==> src/rtl/if_stage_pkg.sv <==
// Shared definitions for the fetch pipeline: fetch FSM states, PC stride
// and the canonical NOP used to fill squashed pipeline slots.
package if_stage_pkg;

    typedef enum logic [1:0] {
        FS_BOOT  = 2'd0,
        FS_RUN   = 2'd1,
        FS_HALT  = 2'd2,
        FS_FAULT = 2'd3
    } fetch_state_e;

    localparam logic [63:0] PC_INCR   = 64'd4;
    localparam logic [31:0] NOP_INSTR = 32'h0000_0013;

    function automatic logic is_word_aligned(input logic [63:0] addr);
        return addr[1:0] == 2'b00;
    endfunction

endpackage

==> src/rtl/if_id_reg.sv <==
// IF/ID pipeline register: load on enable, squash to a NOP bubble on clear.
module if_id_reg
    import if_stage_pkg::*;
(
    input  logic        clk_i,
    input  logic        rst_i,
    input  logic        en_i,
    input  logic        clr_i,
    input  logic [63:0] pc_i,
    input  logic [31:0] instr_i,
    output logic [63:0] pc_o,
    output logic [31:0] instr_o,
    output logic        valid_o
);

    logic [63:0] pc_q;
    logic [31:0] instr_q;
    logic        valid_q;

    // Clear wins over enable; the held PC is left as-is on a squash.
    always_ff @(posedge clk_i or posedge rst_i) begin
        if (rst_i) begin
            pc_q    <= '0;
            instr_q <= '0;
            valid_q <= 1'b0;
        end else if (clr_i) begin
            instr_q <= NOP_INSTR;
            valid_q <= 1'b0;
        end else if (en_i) begin
            pc_q    <= pc_i;
            instr_q <= instr_i;
            valid_q <= 1'b1;
        end
    end

    assign pc_o    = pc_q;
    assign instr_o = instr_q;
    assign valid_o = valid_q;

endmodule

==> src/rtl/if_stage.sv <==
// Instruction fetch stage: PC register, fetch FSM and fetch counter
// feeding the IF/ID register.
module if_stage
    import if_stage_pkg::*;
#(
    parameter logic [63:0] RESET_PC   = 64'd0,
    parameter int unsigned IMEM_BYTES = 101
) (
    input  logic        clk,
    input  logic        reset,
    input  logic        Stall,
    input  logic        Flush,
    input  logic        Branch_Taken,
    input  logic [63:0] Branch_Target,
    output logic [63:0] Instruction_Address,
    input  logic [31:0] Instruction,
    output logic [63:0] IFID_PC,
    output logic [31:0] IFID_Instruction,
    output logic        IFID_Valid,
    output logic        Fetch_Halted,
    output logic        Fetch_Fault,
    output logic [31:0] Fetch_Count
);

    localparam logic [64:0] LAST_BYTE = 65'(IMEM_BYTES) - 65'd1;

    fetch_state_e state_q;
    logic [63:0]  pc_q;
    logic [31:0]  count_q;
    logic         halted_q;
    logic         fault_q;

    logic fetchable;
    logic tgt_ok;
    logic ifid_en;
    logic ifid_clr;

    // 65-bit sum keeps addresses near 2^64 from wrapping into range.
    assign fetchable = (IMEM_BYTES >= 4) && (({1'b0, pc_q} + 65'd3) <= LAST_BYTE);
    assign tgt_ok    = is_word_aligned(Branch_Target);

    always_comb begin
        ifid_en  = 1'b0;
        ifid_clr = 1'b0;
        case (state_q)
            FS_RUN: begin
                if (Branch_Taken)    ifid_clr = 1'b1;
                else if (Stall)      ifid_clr = 1'b0;
                else if (!fetchable) ifid_clr = 1'b1;
                else if (Flush)      ifid_clr = 1'b1;
                else                 ifid_en  = 1'b1;
            end
            FS_HALT, FS_FAULT: ifid_clr = 1'b1;
            default: ;
        endcase
    end

    always_ff @(posedge clk or posedge reset) begin
        if (reset) begin
            state_q  <= FS_BOOT;
            pc_q     <= RESET_PC;
            count_q  <= '0;
            halted_q <= 1'b0;
            fault_q  <= 1'b0;
        end else begin
            case (state_q)
                FS_BOOT: state_q <= FS_RUN;
                FS_RUN: begin
                    if (Branch_Taken) begin
                        if (tgt_ok) begin
                            pc_q <= Branch_Target;
                        end else begin
                            state_q <= FS_FAULT;
                            fault_q <= 1'b1;
                        end
                    end else if (!Stall) begin
                        if (!fetchable) begin
                            state_q  <= FS_HALT;
                            halted_q <= 1'b1;
                        end else begin
                            pc_q <= pc_q + PC_INCR;
                            if (!Flush && count_q != '1)
                                count_q <= count_q + 32'd1;
                        end
                    end
                end
                FS_HALT: begin
                    if (Branch_Taken) begin
                        halted_q <= 1'b0;
                        if (tgt_ok) begin
                            pc_q    <= Branch_Target;
                            state_q <= FS_RUN;
                        end else begin
                            state_q <= FS_FAULT;
                            fault_q <= 1'b1;
                        end
                    end
                end
                FS_FAULT: ;
                default:  state_q <= FS_FAULT;
            endcase
        end
    end

    if_id_reg u_if_id_reg (
        .clk_i   (clk),
        .rst_i   (reset),
        .en_i    (ifid_en),
        .clr_i   (ifid_clr),
        .pc_i    (pc_q),
        .instr_i (Instruction),
        .pc_o    (IFID_PC),
        .instr_o (IFID_Instruction),
        .valid_o (IFID_Valid)
    );

    assign Instruction_Address = pc_q;
    assign Fetch_Halted        = halted_q;
    assign Fetch_Fault         = fault_q;
    assign Fetch_Count         = count_q;

endmodule

==> config.mk <==
export PLATFORM = sky130hd
export DESIGN_NAME = if_stage
export DESIGN_NICKNAME = d
export VERILOG_FILES = /design/src/rtl/if_stage_pkg.sv /design/src/rtl/if_id_reg.sv /design/src/rtl/if_stage.sv
export SDC_FILE = /design/constraint.sdc
export NUM_CORES = 1
export LEC_CHECK = 0
export CAP_MARGIN = 20
export CORE_MARGIN = 2
export CORE_UTILIZATION = 51
export CTS_CLUSTER_SIZE = 40
export DETAILED_ROUTE_END_ITERATION = 12
export PLACE_DENSITY = 0.94
export SYNTH_ARGS = -nofsm -noshare
export SYNTH_HDL_FRONTEND = slang
export SYNTH_SLANG_ARGS = --single-unit
==> constraint.sdc <==
create_clock -name clk -period 20.5 [get_ports clk]
set_input_delay 5.125 -clock clk [delete_from_list [all_inputs] [get_ports clk]]
set_output_delay 5.125 -clock clk [all_outputs]
set_load 0.03 [all_outputs]
==> out/results.ini, run 1 <==
[run_status]
status=finished clean

[synthesis]
synth_seq_area_share_pct=50.0
netlist_top_cells_area=dfrtp_1, a22o_1, nor2b_1
yosys_warnings=0
synthCells=941
ys_ff_latch=197
ys.flop_type=dfrtp_1
async_flop_share_pct=100
synth-edff-count=0
synth_area_leader_cell=dfrtp_1
netlist_area_um2=9870
syn_area_per_cell_um2=10.5
ys_types=73
synthesis.nets=1049
yosysTopAreaCellShare_pct=50.0

[setup_path]
cp_common_cell=buf_4
r2r_cells=13
worstPathRequired_ns=20.83
worstPathArrival_ns=8.63
path_cells=clkdlybuf4s50_1 > nand2b_1 > nor3_1 > nand2_1 > or4_1 > nor2_4 > buf_4 > buf_4 > mux2_2
cp_slowest_stage_delay_ns=0.64
worst-setup-path-type=in2reg
cp_num_buf_inv=3
cpLargestDelayFamily=simple AND/OR/NAND/NOR gates
ff2ff_setup_slack_ns=13.78
reg2reg_to=u_if_id_reg.pc_o[7]
crit_cells=9
crit_path_start_kind=input port
endpoint_kind=flop
timing.rr.start=Instruction_Address[2]
worst_path_max_delay_cell=or4_1
worst-path-max-fanout=55

[cts]
postCtsHoldBufs=0
cts_tree=built
clockBufferDepth=2
clk_pin_slew_ns=0.08
clock_sinks=197
htreeDepth=4
worst_skew_pair.late_latency_ns=0.45
cts_resized=0
root_buffer=clkbuf_16
post_cts_buffers=0
cts_buffers=17

[timing]
fin_skew_ns=0.0162
fmax_mhz=120
maxSlewHeadroom_pct=38.2
finalSetupTns_ns=0
timing.final.crit_period_ns=8.30
hold_viol_final=0
setup_viol=0
rsz0062_at_grt=no
slew_violations=0
post-route-period-util_pct=40.5
tightest_slew_ns=0.924

[hold_path]
holdPathEnd=Fetch_Fault
holdCritStartpoint=Fetch_Fault
hold_class=reg2reg
whs_path_depth=1

[pwr]
switching_share_pct=43.5
ir_worst_vdd_mv=0.0748
p_comb_share_pct=37.1
power.density_nw_per_um2=112
p_seq_share_pct=40.5
p_leak_nw=5.72
clkPwrFrac_pct=22.4
p_switching_mw=0.662
p_int_mw=0.859

[final_layout]
area_growth_pct=37.4
stdcell_count=1475
nets=1309
drive_gt1_share_pct=7.50

[placement]
portBuffers=295
gp_congestion=1.02
hpwlAfterDp_um=22400
dp.cells=1441

[routing]
drtAntennaViolNets=0
route.detailed.drc=0
routed-via-count=9054
drtPass1Iterations=6
routed_wl_um=31200
drtIter0Drc=1095
routedWlPerCell_um=21.2
via_per_inst=6.14

[job]
cap_violations=0

[floorplanning]
die_area_um2=20500
die-height_um=143
die_w_um=143
initial_core_util_pct=52.4
placementRows=50
io_pins=296
core_area_um2=18800

[global_route]
grt_pass1_vias=8692
grt_overflow=0
grt_max_degree=112
track_usage_pct=30.4
antenna_found_initial=0
grt_pass1_wl_um=48400

==> layout make-up <==
| cell class | instances | area (um^2) |
|---|---|---|
| repair buffers | 302 | 3030 |
| fillers | 1329 | 5280 |
| flip-flops and latches | 197 | 4930 |
| diodes | 1 | 2.50 |
| multi-input cells | 659 | 4570 |
| clock buffers | 18 | 429 |
| clock inverters | 14 | 173 |
| inverters | 24 | 97.6 |
| well taps | 260 | 325 |
==> metal layers <==
| metal | wire length (um) | GRT usage (%) | vias to the layer above |
|---|---|---|---|
| met5 | 0 | 0 | - |
| met4 | 1020 | 12.5 | 0 |
| met3 | 3280 | 8.85 | 81 |
| met2 | 14400 | 45.9 | 542 |
| met1 | 12500 | 41.1 | 4407 |
| li1 | - | - | 4024 |
==> flip-flops by register name, summed over array words and instances, names as in the netlist <==
name / cells
Instruction_Address: 64
u_if_id_reg.pc_o: 64
Fetch_Count: 32
u_if_id_reg.instr_o: 32
state_q: 2
Fetch_Fault: 1
Fetch_Halted: 1
u_if_id_reg.valid_o: 1
==> synth_stat cells, types with 3 or more instances <==
master and n:
nor2b_1 58, mux2_2 32, a21oi_1 16, and3_1 19, o211ai_1 4, buf_2 15
o2111ai_1 3, o22a_1 7, a221oi_1 3, clkbuf_1 35, o31ai_1 6, nand4_1 54
mux2i_1 8, a31oi_1 9, or3_1 8, a22o_1 59, and4_1 15, and2_1 7
buf_6 4, xor2_1 24, nor2_1 44, a22oi_2 3, nand2_1 52, nand3_1 52
nor4_1 21, ha_1 7, nor3_1 28, o41ai_1 5, a211oi_1 3, buf_4 3
buf_1 3, dfrtp_1 197, nand2b_1 5, or4_1 14, nor3b_1 4, o21ai_0 12
xnor2_1 24, inv_1 24, or2_2 3, a21o_1 6, a2111o_1 3
==> per-stage QoR <==
step           util, %  worst slack [ns]  cell area [um^2]  hold WS (ns)  power (mW)
2_1_floorplan        -             10.01              9870         0.566       0.934
3_3_place_gp      68.6             12.10             12900         0.456        1.16
3_5_place_dp      68.6             11.96             12900         0.455        1.17
4_1_cts           71.8             12.29             13500         0.477        1.51
5_1_grt           72.0             12.09             13600         0.506        1.59
6_report          72.0             12.20             13600         0.473        1.52
==> worst max-delay path by stage <==
| stage | slack (ns) | end | from |
|---|---|---|---|
| 6_report | 12.20 | u_if_id_reg.pc_o[7] | Stall |
| 3_3_place_gp | 12.10 | u_if_id_reg.pc_o[1] | Stall |
| 3_5_place_dp | 11.96 | u_if_id_reg.pc_o[7] | Stall |
| 2_1_floorplan | 10.01 | Fetch_Count[0] | reset |
| 5_1_grt | 12.09 | u_if_id_reg.pc_o[7] | Stall |
| 4_1_cts | 12.29 | u_if_id_reg.pc_o[7] | Stall |
==> layout by cell type (no fill, tap or decap), types with 19 or more instances in the layout <==
| master | n |
|---|---|
| nand4_1 | 54 |
| clkdlybuf4s50_1 | 295 |
| nand3_1 | 52 |
| nor4_1 | 21 |
| mux2_2 | 32 |
| xor2_1 | 24 |
| inv_1 | 23 |
| a22o_1 | 59 |
| and3_1 | 19 |
| xnor2_1 | 24 |
| dfrtp_1 | 197 |
| nor2b_1 | 58 |
| nor3_1 | 28 |
| nand2_1 | 52 |
| nor2_1 | 42 |
==> power groups by stage <==
stage,clock network (mW),logic (mW),registers [mW]
5_1_grt,0.361,0.597,0.627
3_5_place_dp,0,0.556,0.614
6_report,0.341,0.564,0.615
2_1_floorplan,0,0.287,0.647
3_3_place_gp,0,0.545,0.613
4_1_cts,0.344,0.560,0.607
==> cell families (layout without fill, tap and decap cells) <==
family,after synthesis,after routing,share of synthesized area (%)
XOR/XNOR,48,48,4.26
AO/OA/AOI/OAI,168,168,13.6
buffers and inverters,85,358,3.86
adder cells (fa/ha/maj),7,7,0.888
flip-flops,197,197,50.0
AND/OR/NAND/NOR,396,396,22.9
multiplexers,40,40,4.46
other,0,1,0
Note: power is estimated with default switching activity, not from simulation.
==> inputs of run 2 (changes only) <==
Settings changed: CORE_UTILIZATION 51 to 48, PLACE_DENSITY 0.94 to 0.89.
Clock period 20.5 ns to 8.25 ns, I/O delays scaled along.
==> run 2 against run 1 <==
Compared with the run above: first-iteration DRC count decreased by 6.8%; clock-buffer cell count unchanged; register-to-register slack worse by 11 ns; die area is 6.1% higher; largest cell class unchanged; largest power group unchanged; highest routed layer is now met5.
==> out/results.ini, run 2 (synthesis results as in run 1) <==
[placement]
dp.cells=1453
placed_cell_area_um2=12900
gp_congestion=1.04
hpwlAfterDp_um=23000
dpl_worst_slack_ns=2.38
portBuffers=295

[global_route]
grt_pass1_vias=8725
antenna_found_initial=1
track_usage_pct=29.0
grt_pass1_wl_um=49600
grt_overflow=0
grt_max_degree=131

[timing]
post-route-period-util_pct=71.9
slew_violations=0
fmax_mhz=169
tightest_slew_ns=1.01
maxSlewHeadroom_pct=32.5
finalSetupTns_ns=0
rsz0062_at_grt=no
worst_slack_ns=2.32
setup_viol=0
hold_viol_final=0
timing.final.crit_period_ns=5.93
fin_skew_ns=0.0144

[floorplanning]
placementRows=52
io_pins=296
initial_core_util_pct=48.8
die_area_um2=21700
die-height_um=147
core_area_um2=20200
die_w_um=147

[pwr]
p_leak_nw=5.72
ir_worst_vdd_mv=0.177
power.density_nw_per_um2=279

[routing]
via_per_inst=6.00
routed-via-count=8909
routed_wl_um=31300
drtIter0Drc=1020
drtPass1Iterations=6
routedWlPerCell_um=21.1
route.detailed.drc=0
drtAntennaViolNets=0

[setup_path]
timing.rr.start=Instruction_Address[2]
worst-setup-path-type=reg2reg
reg2reg_to=u_if_id_reg.instr_o[22]
critPathLaunch=Instruction_Address[2]
worstPathRequired_ns=8.64
crit_path_start_kind=flop
cp_slowest_stage_delay_ns=0.83
ff2ff_setup_slack_ns=2.32
path_cells=ha_1 > nand4_1 > nor4_2 > nand3_2 > or4_1 > a2111o_1 > or4_1 > or2_4 > or4_1 > nor2_4 > buf_4 > a22o_1
endpoint_kind=flop
worst-path-max-fanout=41
cp_common_cell=or4_1
worst_path_max_delay_cell=nor2_4
worstPathArrival_ns=6.32
r2r_cells=12

[hold_path]
whs_path_depth=1
holdPathEnd=Fetch_Fault
holdCritStartpoint=Fetch_Fault
hold_class=reg2reg

[cts]
cts_tree=built
cts_resized=0
clockBufferDepth=2
clk_pin_slew_ns=0.09
htreeDepth=4
root_buffer=clkbuf_16
clock_sinks=197
cts_buffers=17
worst_skew_pair.late_latency_ns=0.45
postCtsHoldBufs=0
post_cts_buffers=0

[run_status]
status=finished clean

[final_layout]
stdcell_count=1485
multi_input_area_um2=4570
area_growth_pct=37.5
final-seq-area_um2=4930
drive_gt1_share_pct=7.57
final_cell_mix=clkdlybuf4s50_1, dfrtp_1, a22o_1
n_antenna_cell=0
fin_area_um2=13600
final_common_cell=clkdlybuf4s50_1
nets=1310
nFillCells=1538

[job]
cap_violations=0

run 2: cell count changes in the layout (fill, tap and decap cells not counted), sizes merged:
| cell | change |
|---|---|
| buf | +1 |
| inv | -1 |
| diode | -1 |
| clkinv | +1 |
run 2: cell type report:
type / instances / area share [%]
clock buffers: 18 / 3.16
clock inverters: 14 / 1.37
well taps: 270 / 2.49
repair buffers: 303 / 22.2
inverters: 24 / 0.720
multi-input cells: 659 / 33.7
flip-flops and latches: 197 / 36.3
run 2: critical path, delay by kind of cell, from the launching register on:
kind	cells	cell delay (ns)
AO/OA/AOI/OAI	2	0.62
adder cells (fa/ha/maj)	1	0.41
buffers and inverters	1	0.38
flip-flops	1	0.56
AND/OR/NAND/NOR	8	3.89
run 2: through the flow:
| step | total power, mW | hold slack (ns) | utilization, % |
|---|---|---|---|
| after global placement | 2.89 | 0.455 | 64.0 |
| after global routing | 3.96 | 0.491 | 67.0 |
| final | 3.78 | 0.475 | 67.0 |
| after detailed placement | 2.92 | 0.459 | 64.0 |
| after floorplan | 2.32 | 0.566 | - |
| after CTS | 3.77 | 0.479 | 67.0 |
run 2: where the power goes:
group          switching [mW]  internal, mW  total, mW
Combinational           0.791         0.602       1.39
Clock                   0.436         0.417      0.853
Sequential              0.423          1.12       1.54
run 2: routing by layer:
metal / vias up / track usage (%) / part of all wire, %
met5: - / 0 / 0.035
met4: 2 / 9.47 / 2.9
met3: 74 / 6.68 / 9.0
met2: 468 / 43.3 / 45
met1: 4330 / 42.2 / 43
li1: 4035 / - / -
run 2: worst max-delay path by stage:
stage                                    endpoint  slack, ns
final                     u_if_id_reg.instr_o[22]       2.32
after global routing      u_if_id_reg.instr_o[12]       1.94
after CTS                 u_if_id_reg.instr_o[22]       2.35
after detailed placement   u_if_id_reg.instr_o[0]       2.38
after global placement     u_if_id_reg.instr_o[0]       2.49
after floorplan                    Fetch_Count[0]       0.82
